<file path="src/rtl/lcd12864_pkg.sv">
// lcd12864_pkg: shared definitions for the LCD text streamer.
//   - lcd_state_t    : streamer FSM states
//   - INIT_CMDS      : power-up command sequence, index 0 sent first
//   - ROW_ADDR_TABLE : DDRAM set-address command for each text row
//   - lowest_dirty() : picks the lowest-index row that needs redrawing
package lcd12864_pkg;

  typedef enum logic [2:0] {
    INIT_CMD = 3'd0,
    CLR_WAIT = 3'd1,
    IDLE     = 3'd2,
    ROW_ADDR = 3'd3,
    ROW_DATA = 3'd4
  } lcd_state_t;

  localparam logic [7:0] CMD_FUNCTION_SET = 8'h38;
  localparam logic [7:0] CMD_DISPLAY_ON   = 8'h0C;
  localparam logic [7:0] CMD_ENTRY_MODE   = 8'h06;
  localparam logic [7:0] CMD_CLEAR        = 8'h01;
  localparam logic [7:0] CHAR_BLANK       = 8'h20;

  // Element [0] is sent first.
  localparam logic [3:0][7:0] INIT_CMDS =
    {CMD_CLEAR, CMD_ENTRY_MODE, CMD_DISPLAY_ON, CMD_FUNCTION_SET};

  // Rows 0..3 start at DDRAM 0x00/0x10/0x08/0x18 on this controller.
  localparam logic [3:0][7:0] ROW_ADDR_TABLE = {8'h98, 8'h88, 8'h90, 8'h80};

  function automatic logic [1:0] lowest_dirty(input logic [3:0] dirty);
    logic [1:0] row;
    if (dirty[0]) begin
      row = 2'd0;
    end else if (dirty[1]) begin
      row = 2'd1;
    end else if (dirty[2]) begin
      row = 2'd2;
    end else begin
      row = 2'd3;
    end
    return row;
  endfunction

endpackage

</file>
<file path="src/rtl/lcd_char_ram.sv">
// lcd_char_ram: 64-byte character buffer (4 rows x 16 columns) plus one
// dirty bit per row.
//   wr_en/wr_addr/wr_data : host write port, always accepted
//   wr_mark               : the host write also marks its row dirty
//   rd_addr/rd_data       : asynchronous read, forwards a same-cycle write
//   set_all               : mark every row dirty
//   clr_en/clr_row        : clear one row's dirty bit (a write to it wins)
//   dirty                 : current dirty bits
module lcd_char_ram #(
  parameter int NUM_ROWS = 4
) (
  input  logic                clk,
  input  logic                rst_n,
  input  logic                wr_en,
  input  logic [5:0]          wr_addr,
  input  logic [7:0]          wr_data,
  input  logic                wr_mark,
  input  logic [5:0]          rd_addr,
  output logic [7:0]          rd_data,
  input  logic                set_all,
  input  logic                clr_en,
  input  logic [1:0]          clr_row,
  output logic [NUM_ROWS-1:0] dirty
);
  import lcd12864_pkg::*;

  logic [7:0]          mem_r [64];
  logic [NUM_ROWS-1:0] dirty_r;
  logic [NUM_ROWS-1:0] clr_mask_s;
  logic [NUM_ROWS-1:0] set_mask_s;

  // Character storage: blanks after reset, host writes land immediately.
  always_ff @(posedge clk or negedge rst_n) begin
    if (!rst_n) begin
      for (int i = 0; i < 64; i++) begin
        mem_r[i] <= CHAR_BLANK;
      end
    end else if (wr_en) begin
      mem_r[wr_addr] <= wr_data;
    end
  end

  // A byte loaded in the same cycle as a write to it sees the new value.
  assign rd_data = (wr_en && (wr_addr == rd_addr)) ? wr_data : mem_r[rd_addr];

  // Set/clear masks; set is applied after clear so a write beats the clear.
  always_comb begin
    clr_mask_s = '0;
    set_mask_s = '0;
    if (clr_en) begin
      clr_mask_s[clr_row] = 1'b1;
    end else begin
      clr_mask_s = '0;
    end
    if (set_all) begin
      set_mask_s = '1;
    end else if (wr_mark) begin
      set_mask_s[wr_addr[5:4]] = 1'b1;
    end else begin
      set_mask_s = '0;
    end
  end

  // Dirty bit register.
  always_ff @(posedge clk or negedge rst_n) begin
    if (!rst_n) begin
      dirty_r <= '0;
    end else begin
      dirty_r <= (dirty_r & ~clr_mask_s) | set_mask_s;
    end
  end

  assign dirty = dirty_r;

endmodule

</file>
<file path="src/rtl/lcd_text_streamer.sv">
// lcd_text_streamer: keeps a 4x16 text buffer and streams changed rows to an
// LCD bus driver over a valid/ready byte interface.
//   clk, rst_n          : clock, asynchronous active-low reset
//   wr_en/addr/data     : host character writes ([5:4] row, [3:0] column)
//   refresh             : redraw every row (ignored until init_done)
//   out_valid/rs/byte   : registered byte to the driver, rs=1 for characters
//   out_ready           : driver accepts the byte on this edge
//   init_done           : power-up commands and clear wait have finished
//   busy                : some row is dirty or a row is being streamed
module lcd_text_streamer #(
  parameter int CLR_WAIT = 80000,
  parameter int NUM_ROWS = 4
) (
  input  logic       clk,
  input  logic       rst_n,
  input  logic       wr_en,
  input  logic [5:0] wr_addr,
  input  logic [7:0] wr_data,
  input  logic       refresh,
  output logic       out_valid,
  output logic       out_rs,
  output logic [7:0] out_byte,
  input  logic       out_ready,
  output logic       init_done,
  output logic       busy
);
  import lcd12864_pkg::*;

  // The parameter CLR_WAIT shadows the state name, so states are scoped.
  localparam int WAIT_W = (CLR_WAIT > 1) ? $clog2(CLR_WAIT) : 1;

  lcd_state_t          state_r;
  logic [1:0]          init_idx_r;
  logic [WAIT_W-1:0]   wait_cnt_r;
  logic [1:0]          row_r;
  logic [3:0]          col_r;
  logic [3:0]          rd_col_s;
  logic [7:0]          rd_data_s;
  logic [NUM_ROWS-1:0] dirty_s;
  logic                wait_done_s;
  logic                set_all_s;
  logic                clr_en_s;

  assign wait_done_s = (wait_cnt_r == WAIT_W'(CLR_WAIT - 1));
  assign set_all_s   = ((state_r == lcd12864_pkg::CLR_WAIT) && wait_done_s) ||
                       (refresh && init_done);
  // Address command is always valid in ROW_ADDR, so ready alone means accepted.
  assign clr_en_s    = (state_r == lcd12864_pkg::ROW_ADDR) && out_ready;
  assign busy        = (|dirty_s) || (state_r == lcd12864_pkg::ROW_ADDR) ||
                       (state_r == lcd12864_pkg::ROW_DATA);

  // Column of the next character to load into out_byte.
  always_comb begin
    rd_col_s = col_r + 4'd1;
    if (state_r == lcd12864_pkg::ROW_ADDR) begin
      rd_col_s = 4'd0;
    end else begin
      rd_col_s = col_r + 4'd1;
    end
  end

  lcd_char_ram #(.NUM_ROWS(NUM_ROWS)) u_ram (
    .clk     (clk),
    .rst_n   (rst_n),
    .wr_en   (wr_en),
    .wr_addr (wr_addr),
    .wr_data (wr_data),
    .wr_mark (wr_en && init_done),
    .rd_addr ({row_r, rd_col_s}),
    .rd_data (rd_data_s),
    .set_all (set_all_s),
    .clr_en  (clr_en_s),
    .clr_row (row_r),
    .dirty   (dirty_s)
  );

  // Streamer FSM; out_* hold until the driver accepts them.
  always_ff @(posedge clk or negedge rst_n) begin
    if (!rst_n) begin
      state_r    <= lcd12864_pkg::INIT_CMD;
      init_idx_r <= 2'd0;
      wait_cnt_r <= '0;
      row_r      <= 2'd0;
      col_r      <= 4'd0;
      out_valid  <= 1'b0;
      out_rs     <= 1'b0;
      out_byte   <= 8'h00;
      init_done  <= 1'b0;
    end else begin
      case (state_r)
        lcd12864_pkg::INIT_CMD: begin
          if (!out_valid) begin
            out_valid <= 1'b1;
            out_rs    <= 1'b0;
            out_byte  <= INIT_CMDS[init_idx_r];
          end else if (out_ready) begin
            if (init_idx_r == 2'd3) begin
              out_valid  <= 1'b0;
              init_idx_r <= 2'd0;
              wait_cnt_r <= '0;
              state_r    <= lcd12864_pkg::CLR_WAIT;
            end else begin
              init_idx_r <= init_idx_r + 2'd1;
              out_byte   <= INIT_CMDS[init_idx_r + 2'd1];
            end
          end
        end
        lcd12864_pkg::CLR_WAIT: begin
          if (wait_done_s) begin
            wait_cnt_r <= '0;
            init_done  <= 1'b1;
            state_r    <= lcd12864_pkg::IDLE;
          end else begin
            wait_cnt_r <= wait_cnt_r + WAIT_W'(1);
          end
        end
        lcd12864_pkg::IDLE: begin
          if (|dirty_s) begin
            row_r     <= lowest_dirty(dirty_s);
            out_valid <= 1'b1;
            out_rs    <= 1'b0;
            out_byte  <= ROW_ADDR_TABLE[lowest_dirty(dirty_s)];
            state_r   <= lcd12864_pkg::ROW_ADDR;
          end
        end
        lcd12864_pkg::ROW_ADDR: begin
          if (out_ready) begin
            col_r    <= 4'd0;
            out_rs   <= 1'b1;
            out_byte <= rd_data_s;
            state_r  <= lcd12864_pkg::ROW_DATA;
          end
        end
        lcd12864_pkg::ROW_DATA: begin
          if (out_ready) begin
            if (col_r == 4'd15) begin
              out_valid <= 1'b0;
              col_r     <= 4'd0;
              state_r   <= lcd12864_pkg::IDLE;
            end else begin
              col_r    <= col_r + 4'd1;
              out_byte <= rd_data_s;
            end
          end
        end
        default: begin
          state_r    <= lcd12864_pkg::INIT_CMD;
          init_idx_r <= 2'd0;
          out_valid  <= 1'b0;
        end
      endcase
    end
  end

endmodule

</file>
<file path="config.mk">
export PLATFORM = sky130hd
export DESIGN_NAME = lcd_text_streamer
export DESIGN_NICKNAME = d
export VERILOG_FILES = /design/src/rtl/lcd12864_pkg.sv /design/src/rtl/lcd_char_ram.sv /design/src/rtl/lcd_text_streamer.sv
export SDC_FILE = /design/constraint.sdc
export NUM_CORES = 1
export LEC_CHECK = 0
export CAP_MARGIN = 20
export CORE_ASPECT_RATIO = 0.6
export CORE_MARGIN = 1
export CORE_UTILIZATION = 35
export CTS_CLUSTER_SIZE = 8
export DETAILED_ROUTE_END_ITERATION = 8
export GPL_TIMING_DRIVEN = 1
export SLEW_MARGIN = 10
export SYNTH_ARGS = -nofsm -noshare
export SYNTH_HDL_FRONTEND = slang
export SYNTH_SLANG_ARGS = --single-unit
</file>
<file path="constraint.sdc">
create_clock -name clk -period 3 [get_ports clk]
set_input_delay 0.3 -clock clk [delete_from_list [all_inputs] [get_ports clk]]
set_output_delay 0.3 -clock clk [all_outputs]
set_load 0.05 [all_outputs]
</file>
**After elaboration in Yosys (flattened, before gate mapping)**

Cells that the tools add are included.

- Register bits after elaboration: 555
- Bits of input ports: 19

- Add/subtract/negate cells: 3
- $lt $le $gt $ge: 10
- Eq/ne operators: 20
- Mux-type cells: 67
- Bitwise gates (word level): 7
- Reduce and logical (&&, ||, !) cells: 28

Operator list:

| operator | number |
|---|---|
| $bwmux W512 | 1 |
| $mux W8 | 14 |
| $mux W17 | 4 |
| $bmux W8 S2 | 3 |
| $bmux W8 S6 | 1 |
| $demux W8 S6 | 1 |
| $pmux W17 S2 | 1 |
| $pmux W8 S4 | 1 |
| $mux W4 | 7 |
| $mux W3 | 8 |
| $ne A2 B2 Y1 const B | 9 |
| $add A17 B1 Y17 const B | 1 |
| $eq A17 B17 Y1 const B | 1 |
| $lt A2 B3 Y1 const B | 5 |
| $pmux W3 S5 | 1 |
| $ge A7 B7 Y1 const B | 2 |
| $mux W2 | 7 |
| $not A6 Y7 | 2 |
| $mux W1 | 12 |
| $reduce_and A4 Y1 | 3 |
| $logic_and A1 B1 Y1 | 8 |
| $pmux W4 S2 | 1 |
| $reduce_and A8 Y1 | 1 |
| $reduce_or A4 Y1 | 2 |
| 29 further kinds | 39 |

**Longest topological paths before layout**

- Depth after elaboration: 10
- Depth in mapped cells: 12
- Depth with buffers taken out: 9

**Modules after synthesis**

Synthesis repeated with hierarchy kept, for this count alone.

- Cells, all modules: 1895
- Area, all modules: 26381.6 um^2

By module, submodules not included:

| module | times used | cells each | area each (um^2) | sequential area each (um^2) |
|---|---|---|---|---|
| lcd_char_ram | 1 | 1645 | 24084.3 | 12992.5 |
| lcd_text_streamer | 1 | 250 | 2297.2 | 975.9 |

**Worst setup path after synthesis**

Ideal clock, no wire load.

- Path type: register -> register
- From: reg col_r[1]
- To: reg out_byte[3]
- Library setup time: 147 ps
- Arrival time: 2332 ps
- Path slack: 521 ps
- Cell stages (with the launch flop): 11
- Period minus slack after synthesis: 2479 ps
- Cells stage by stage: dfrtp_1 -> ha_1 -> buf_2 -> buf_4 -> buf_2 -> mux2_2 -> o22ai_1 -> o21ai_0 -> o221a_2 -> o21ai_0 -> o311ai_0

- Word-level cells in the longest chain between the ends: 10
- Elaborated cells on any way between the ends: 16
- Those cells by class: add/sub (1); eq/ne (3); mux (9); bitwise (1); reduce/logical (2)

Ends and longest elaborated chain:

| item | RTL line | RTL |
|---|---|---|
| start: declaration | lcd_text_streamer.sv:36 | `logic [3:0] col_r;` |
| start signal: assignment | lcd_text_streamer.sv:141 | `col_r <= col_r + 4'd1;` |
| $add A4 B1 Y4 | lcd_text_streamer.sv:58 | `rd_col_s = col_r + 4'd1;` |
| $mux W4 | lcd_text_streamer.sv:55 | `if (state_r == lcd12864_pkg::ROW_ADDR) begin` |
| $not A6 Y7 (not written as such) | lcd_char_ram.sv:44 | `assign rd_data = (wr_en && (wr_addr == rd_addr)) ? wr_data : mem_r[rd_addr];` |
| $bmux W8 S6 | lcd_char_ram.sv:44 |  |
| $mux W8 (not written as such) (2 in a row) | lcd_char_ram.sv:44 |  |
| $mux W8 | lcd_char_ram.sv:44 |  |
| $mux W8 | lcd_text_streamer.sv:136 | `if (col_r == 4'd15) begin` |
| $mux W8 | lcd_text_streamer.sv:135 | `if (out_ready) begin` |
| $pmux W8 S4 | lcd_text_streamer.sv:90 | `case (state_r)` |
| end signal: assignment | lcd_text_streamer.sv:95 | `out_byte <= INIT_CMDS[init_idx_r];` |
| end signal: assignment | lcd_text_streamer.sv:104 | `out_byte <= INIT_CMDS[init_idx_r + 2'd1];` |
| end signal: assignment | lcd_text_streamer.sv:142 | `out_byte <= rd_data_s;` |
| end: declaration | lcd_text_streamer.sv:22 | `output logic [7:0] out_byte,` |

Several ways; a longest one is shown, not always the timed one. The select of a mux whose other input is x is not followed.
A chain may end at the register's enable or synchronous reset.

**Final worst setup path**

- From: reg col_r[0]
- To: reg out_byte[4]

Same word-level chain as after synthesis.

==> impl_metrics.env <==
export IMPL_yosysWarningCount=0
export IMPL_design_die_area_um2=77700
export IMPL_final_max_slew_violation_count=0
export IMPL_clkLatencyLatePin_ns=0.65
export IMPL_endpoint_kind="flop"
export IMPL_net_count_after_synthesis=2290
export IMPL_initial_core_util_pct=35.4
export IMPL_p_seq_share_pct=46.1
export IMPL_layout_nets=2443
export IMPL_crit_path_start_kind="flop"
export IMPL_antenna_found_initial=1
export IMPL_portion_of_the_post_synthesis_area_used_by_sequential_elements_pct=52.1
export IMPL_critical_path_reg2reg_startpoint="col_r[0]"
export IMPL_routedWlPerCell_um=25.6
export IMPL_timing_critical_path_fanout_max=12
export IMPL_clock_skew_final_ns=0.0243
export IMPL_power_density_nw_per_um2=609
export IMPL_crit_type="reg2reg"
export IMPL_timing_fmax_mhz=338
export IMPL_worst_hold_slack_ns=0.176
export IMPL_layout_worst_path_cycle_share_pct=98.6
export IMPL_chipWidth_um=359
export IMPL_worst_ir_drop_vdd_uv=403
export IMPL_switchingPower_mw=4.88
export IMPL_netlist_area_um2=26800
export IMPL_max_cap_violation_count=0
export IMPL_via_per_inst=5.81
export IMPL_run_status="finished clean"
export IMPL_dieHeight_um=216
export IMPL_synth_enable_flop_cells=0
export IMPL_pwr_share_comb_pct=10.1
export IMPL_grt_use_total_pct=22.8
export IMPL_rsz0062_at_grt="yes"
export IMPL_final_layout_size_suffix_gt1_share_pct=37.9
export IMPL_drt_pass1_iter_count=6
export IMPL_worstPathRequired_ns=3.53
export IMPL_place_gp_congestion=0.980
export IMPL_clk_pin_slew_worst_paths_ns=0.06
export IMPL_htree_num_levels=3
export IMPL_worstMarginPinSlew_ns=1.20
export IMPL_power_switching_fraction_pct=25.0
export IMPL_grt_overflow=0
export IMPL_hold_start="wr_data[5]"
export IMPL_floorplan_core_area_um2=75600
export IMPL_tritoncts="done"
export IMPL_cp_startpoint="col_r[0]"
export IMPL_nFillCells=6919
export IMPL_grt_max_degree=96
export IMPL_yosys_register_bits=555
export IMPL_final_hold_viol_count=0
export IMPL_timing_max_slew_rel_slack_pct=19.6
export IMPL_fin_ws_ns=0.0413
export IMPL_global_route_wire_length_before_repair_um=133000
export IMPL_cellInternalPower_mw=14.6
export IMPL_timing_final_crit_period_ns=2.96
export IMPL_yosys_cell_types_count=75
export IMPL_io_pins=31
export IMPL_place_ws_ns=-0.205
export IMPL_pwr_share_clk_pct=43.8
export IMPL_async_flop_share_pct=100
export IMPL_dr_total_vias=20200
export IMPL_antenna_violating_nets_post_route=0
export IMPL_buffer_ports_inserted=30
export IMPL_ff_latch_area_um2=14000
export IMPL_totalWireLength_um=89100
export IMPL_half_perimeter_wire_length_after_detailed_placement_um=59300
export IMPL_setup_violations=0
export IMPL_drt_initial_drc_count=2113
export IMPL_avgSynthCellArea_um2=11.8
export IMPL_postSynthCellCount=2265
export IMPL_tritoncts_num_buffers=79
export IMPL_clk_path_buf_depth=3
export IMPL_area_taken_by_multi_input_logic_gates_um2=12100
export IMPL_cts_root_buf="sky130_fd_sc_hd__clkbuf_16"
export IMPL_final_routed_drc_violation_total=0
export IMPL_clkSinkCount=555
export IMPL_hold_class="in2reg"
export IMPL_grt_pass1_vias=20400
export IMPL_leakagePower_nw=13.9
export IMPL_syn_to_final_growth_pct=19.4
export IMPL_predominant_post_synthesis_flop_cell="sky130_fd_sc_hd__dfrtp_1"
export IMPL_cp_data_arrival_time_ns=3.49
export IMPL_rows=78
[worst max-delay path, stage by stage, from the launching register on]
cell	delay (ns)
sky130_fd_sc_hd__dfrtp_4	0.51
sky130_fd_sc_hd__ha_4	0.30
sky130_fd_sc_hd__buf_12	0.12
sky130_fd_sc_hd__buf_12	0.17
sky130_fd_sc_hd__mux2_2	0.35
sky130_fd_sc_hd__o22ai_1	0.16
sky130_fd_sc_hd__nor3_2	0.13
sky130_fd_sc_hd__o32ai_1	0.47
sky130_fd_sc_hd__a21oi_2	0.16
sky130_fd_sc_hd__buf_4	0.17
sky130_fd_sc_hd__o31a_1	0.29
[per-stage QoR]
stage / util, % / instance area, um2 / setup TNS, ns / power [mW] / instances
6_report: 42.3 / 32000 / 0 / 19.5 / 3483
5_1_grt: 42.3 / 32000 / -0.0446 / 20.3 / 3482
4_1_cts: 42.0 / 31700 / -0.0396 / 19.6 / 3465
3_5_place_dp: 38.9 / 29400 / -6.24 / 11.0 / 3319
3_3_place_gp: 38.9 / 29400 / -28.94 / 10.9 / 3319
2_1_floorplan: - / 26800 / 0 / 10.2 / 2265
[kinds of logic (layout without fill, tap and decap cells)]
group / count (synthesis) / count (layout) / share of synthesized area, %
AO/OA/AOI/OAI: 437 / 437 / 11.1
XOR/XNOR: 15 / 15 / 0.490
adder cells (fa/ha/maj): 6 / 6 / 0.280
buffers and inverters: 204 / 421 / 3.16
flip-flops: 555 / 555 / 52.1
multiplexers: 597 / 597 / 24.8
other: 0 / 1 / 0
AND/OR/NAND/NOR: 451 / 451 / 8.03
[state kept, by name, summed over array words and instances, names as in the netlist]
register,cells
out_rs,1
out_valid,1
u_ram.mem_r,512
row_r,2
col_r,4
init_idx_r,2
init_done,1
u_ram.dirty,4
state_r,3
wait_cnt_r,17
out_byte,8
[path summary, 6_finish.rpt]
check	to	slack, ns	cells past startpoint
setup reg to reg	out_byte[4]	0.04	10
max in group asynchronous	u_ram.mem_r[364]	1.65	3
hold / removal	u_ram.mem_r[149]	0.18	3
hold reg to reg	u_ram.mem_r[286]	0.48	2
min in group asynchronous	u_ram.mem_r[65]	0.20	2
setup / recovery	out_byte[4]	0.04	10
[power by group through the flow]
stage	sequential, mW	clock (mW)	combinational (mW)
floorplan	8.93	0	1.30
global placement	9.03	0	1.88
detailed placement	9.09	0	1.95
CTS	8.97	8.68	1.96
global route	9.09	9.06	2.15
finish	8.99	8.53	1.98
[cell type report]
class / instances / area share [%]
Multi-Input combinational cell: 1506 / 37.9
Timing Repair Buffer: 251 / 7.03
Inverter: 25 / 0.293
Clock buffer: 141 / 7.11
Tap cell: 1000 / 3.91
Sequential cell: 555 / 43.7
Antenna cell: 1 / 0.00782
Clock inverter: 4 / 0.129
[placed cells by master, fill, tap and decap left out, types with 18 or more instances in the layout]
cell type / count
sky130_fd_sc_hd__o22ai_1: 27
sky130_fd_sc_hd__mux2_2: 511
sky130_fd_sc_hd__o21ai_0: 113
sky130_fd_sc_hd__a211oi_1: 23
sky130_fd_sc_hd__clkbuf_1: 59
sky130_fd_sc_hd__dfstp_2: 64
sky130_fd_sc_hd__o221ai_1: 51
sky130_fd_sc_hd__a21oi_1: 78
sky130_fd_sc_hd__mux2i_1: 84
sky130_fd_sc_hd__clkdlybuf4s50_1: 20
sky130_fd_sc_hd__nor2_1: 95
sky130_fd_sc_hd__inv_1: 23
sky130_fd_sc_hd__dfrtp_1: 490
sky130_fd_sc_hd__buf_12: 21
sky130_fd_sc_hd__a2bb2oi_1: 23
sky130_fd_sc_hd__nand2_1: 182
sky130_fd_sc_hd__nor3_1: 18
sky130_fd_sc_hd__o211ai_1: 21
sky130_fd_sc_hd__buf_4: 194
sky130_fd_sc_hd__clkbuf_16: 84
sky130_fd_sc_hd__nand3_1: 38
[per-layer routing]
metal | routed length, um | global-route usage, % | up-vias
met5 | 7 | 0 | -
met4 | 1810 | 5.79 | 2
met3 | 9430 | 8.24 | 148
met2 | 36600 | 31.6 | 887
met1 | 41300 | 33.3 | 10600
li1 | - | - | 8638
[cells in the mapped netlist (10+ instances only)]
library cell,count,area [um2]
sky130_fd_sc_hd__a211oi_1,23,173
sky130_fd_sc_hd__nor2_1,97,364
sky130_fd_sc_hd__a21oi_1,79,395
sky130_fd_sc_hd__mux2_2,511,5750
sky130_fd_sc_hd__dfstp_2,64,1680
sky130_fd_sc_hd__mux2i_1,84,841
sky130_fd_sc_hd__o31ai_1,10,75.1
sky130_fd_sc_hd__nor2b_1,16,100
sky130_fd_sc_hd__nand3_1,40,200
sky130_fd_sc_hd__a2bb2oi_1,23,201
sky130_fd_sc_hd__o22ai_1,27,169
sky130_fd_sc_hd__buf_2,41,205
sky130_fd_sc_hd__dfrtp_1,491,12300
sky130_fd_sc_hd__o311ai_0,10,87.6
sky130_fd_sc_hd__nor3_1,21,105
sky130_fd_sc_hd__xor2_1,10,87.6
sky130_fd_sc_hd__o211ai_1,21,158
sky130_fd_sc_hd__clkbuf_1,125,469
sky130_fd_sc_hd__nand2b_1,14,87.6
sky130_fd_sc_hd__a31oi_1,17,106
sky130_fd_sc_hd__inv_1,23,86.3
sky130_fd_sc_hd__nand4_1,10,62.6
sky130_fd_sc_hd__o21ai_0,115,576
sky130_fd_sc_hd__nand2_1,183,687
sky130_fd_sc_hd__or3_1,16,100
sky130_fd_sc_hd__o221ai_1,54,473
[timing repair]
| item | 4_1_cts | 5_1_grt |
|---|---|---|
| setup buffers | 0 | 15 |
| pin swaps | 0 | 9 |
| setup endpoints to repair | 4 | 8 |
| hold endpoints to repair | 50 | 0 |
| hold buffers | 1 | 0 |
| gates cloned | 0 | 2 |
| gates resized for setup | 3 | 27 |
Power figures use the tool's default switching activity.
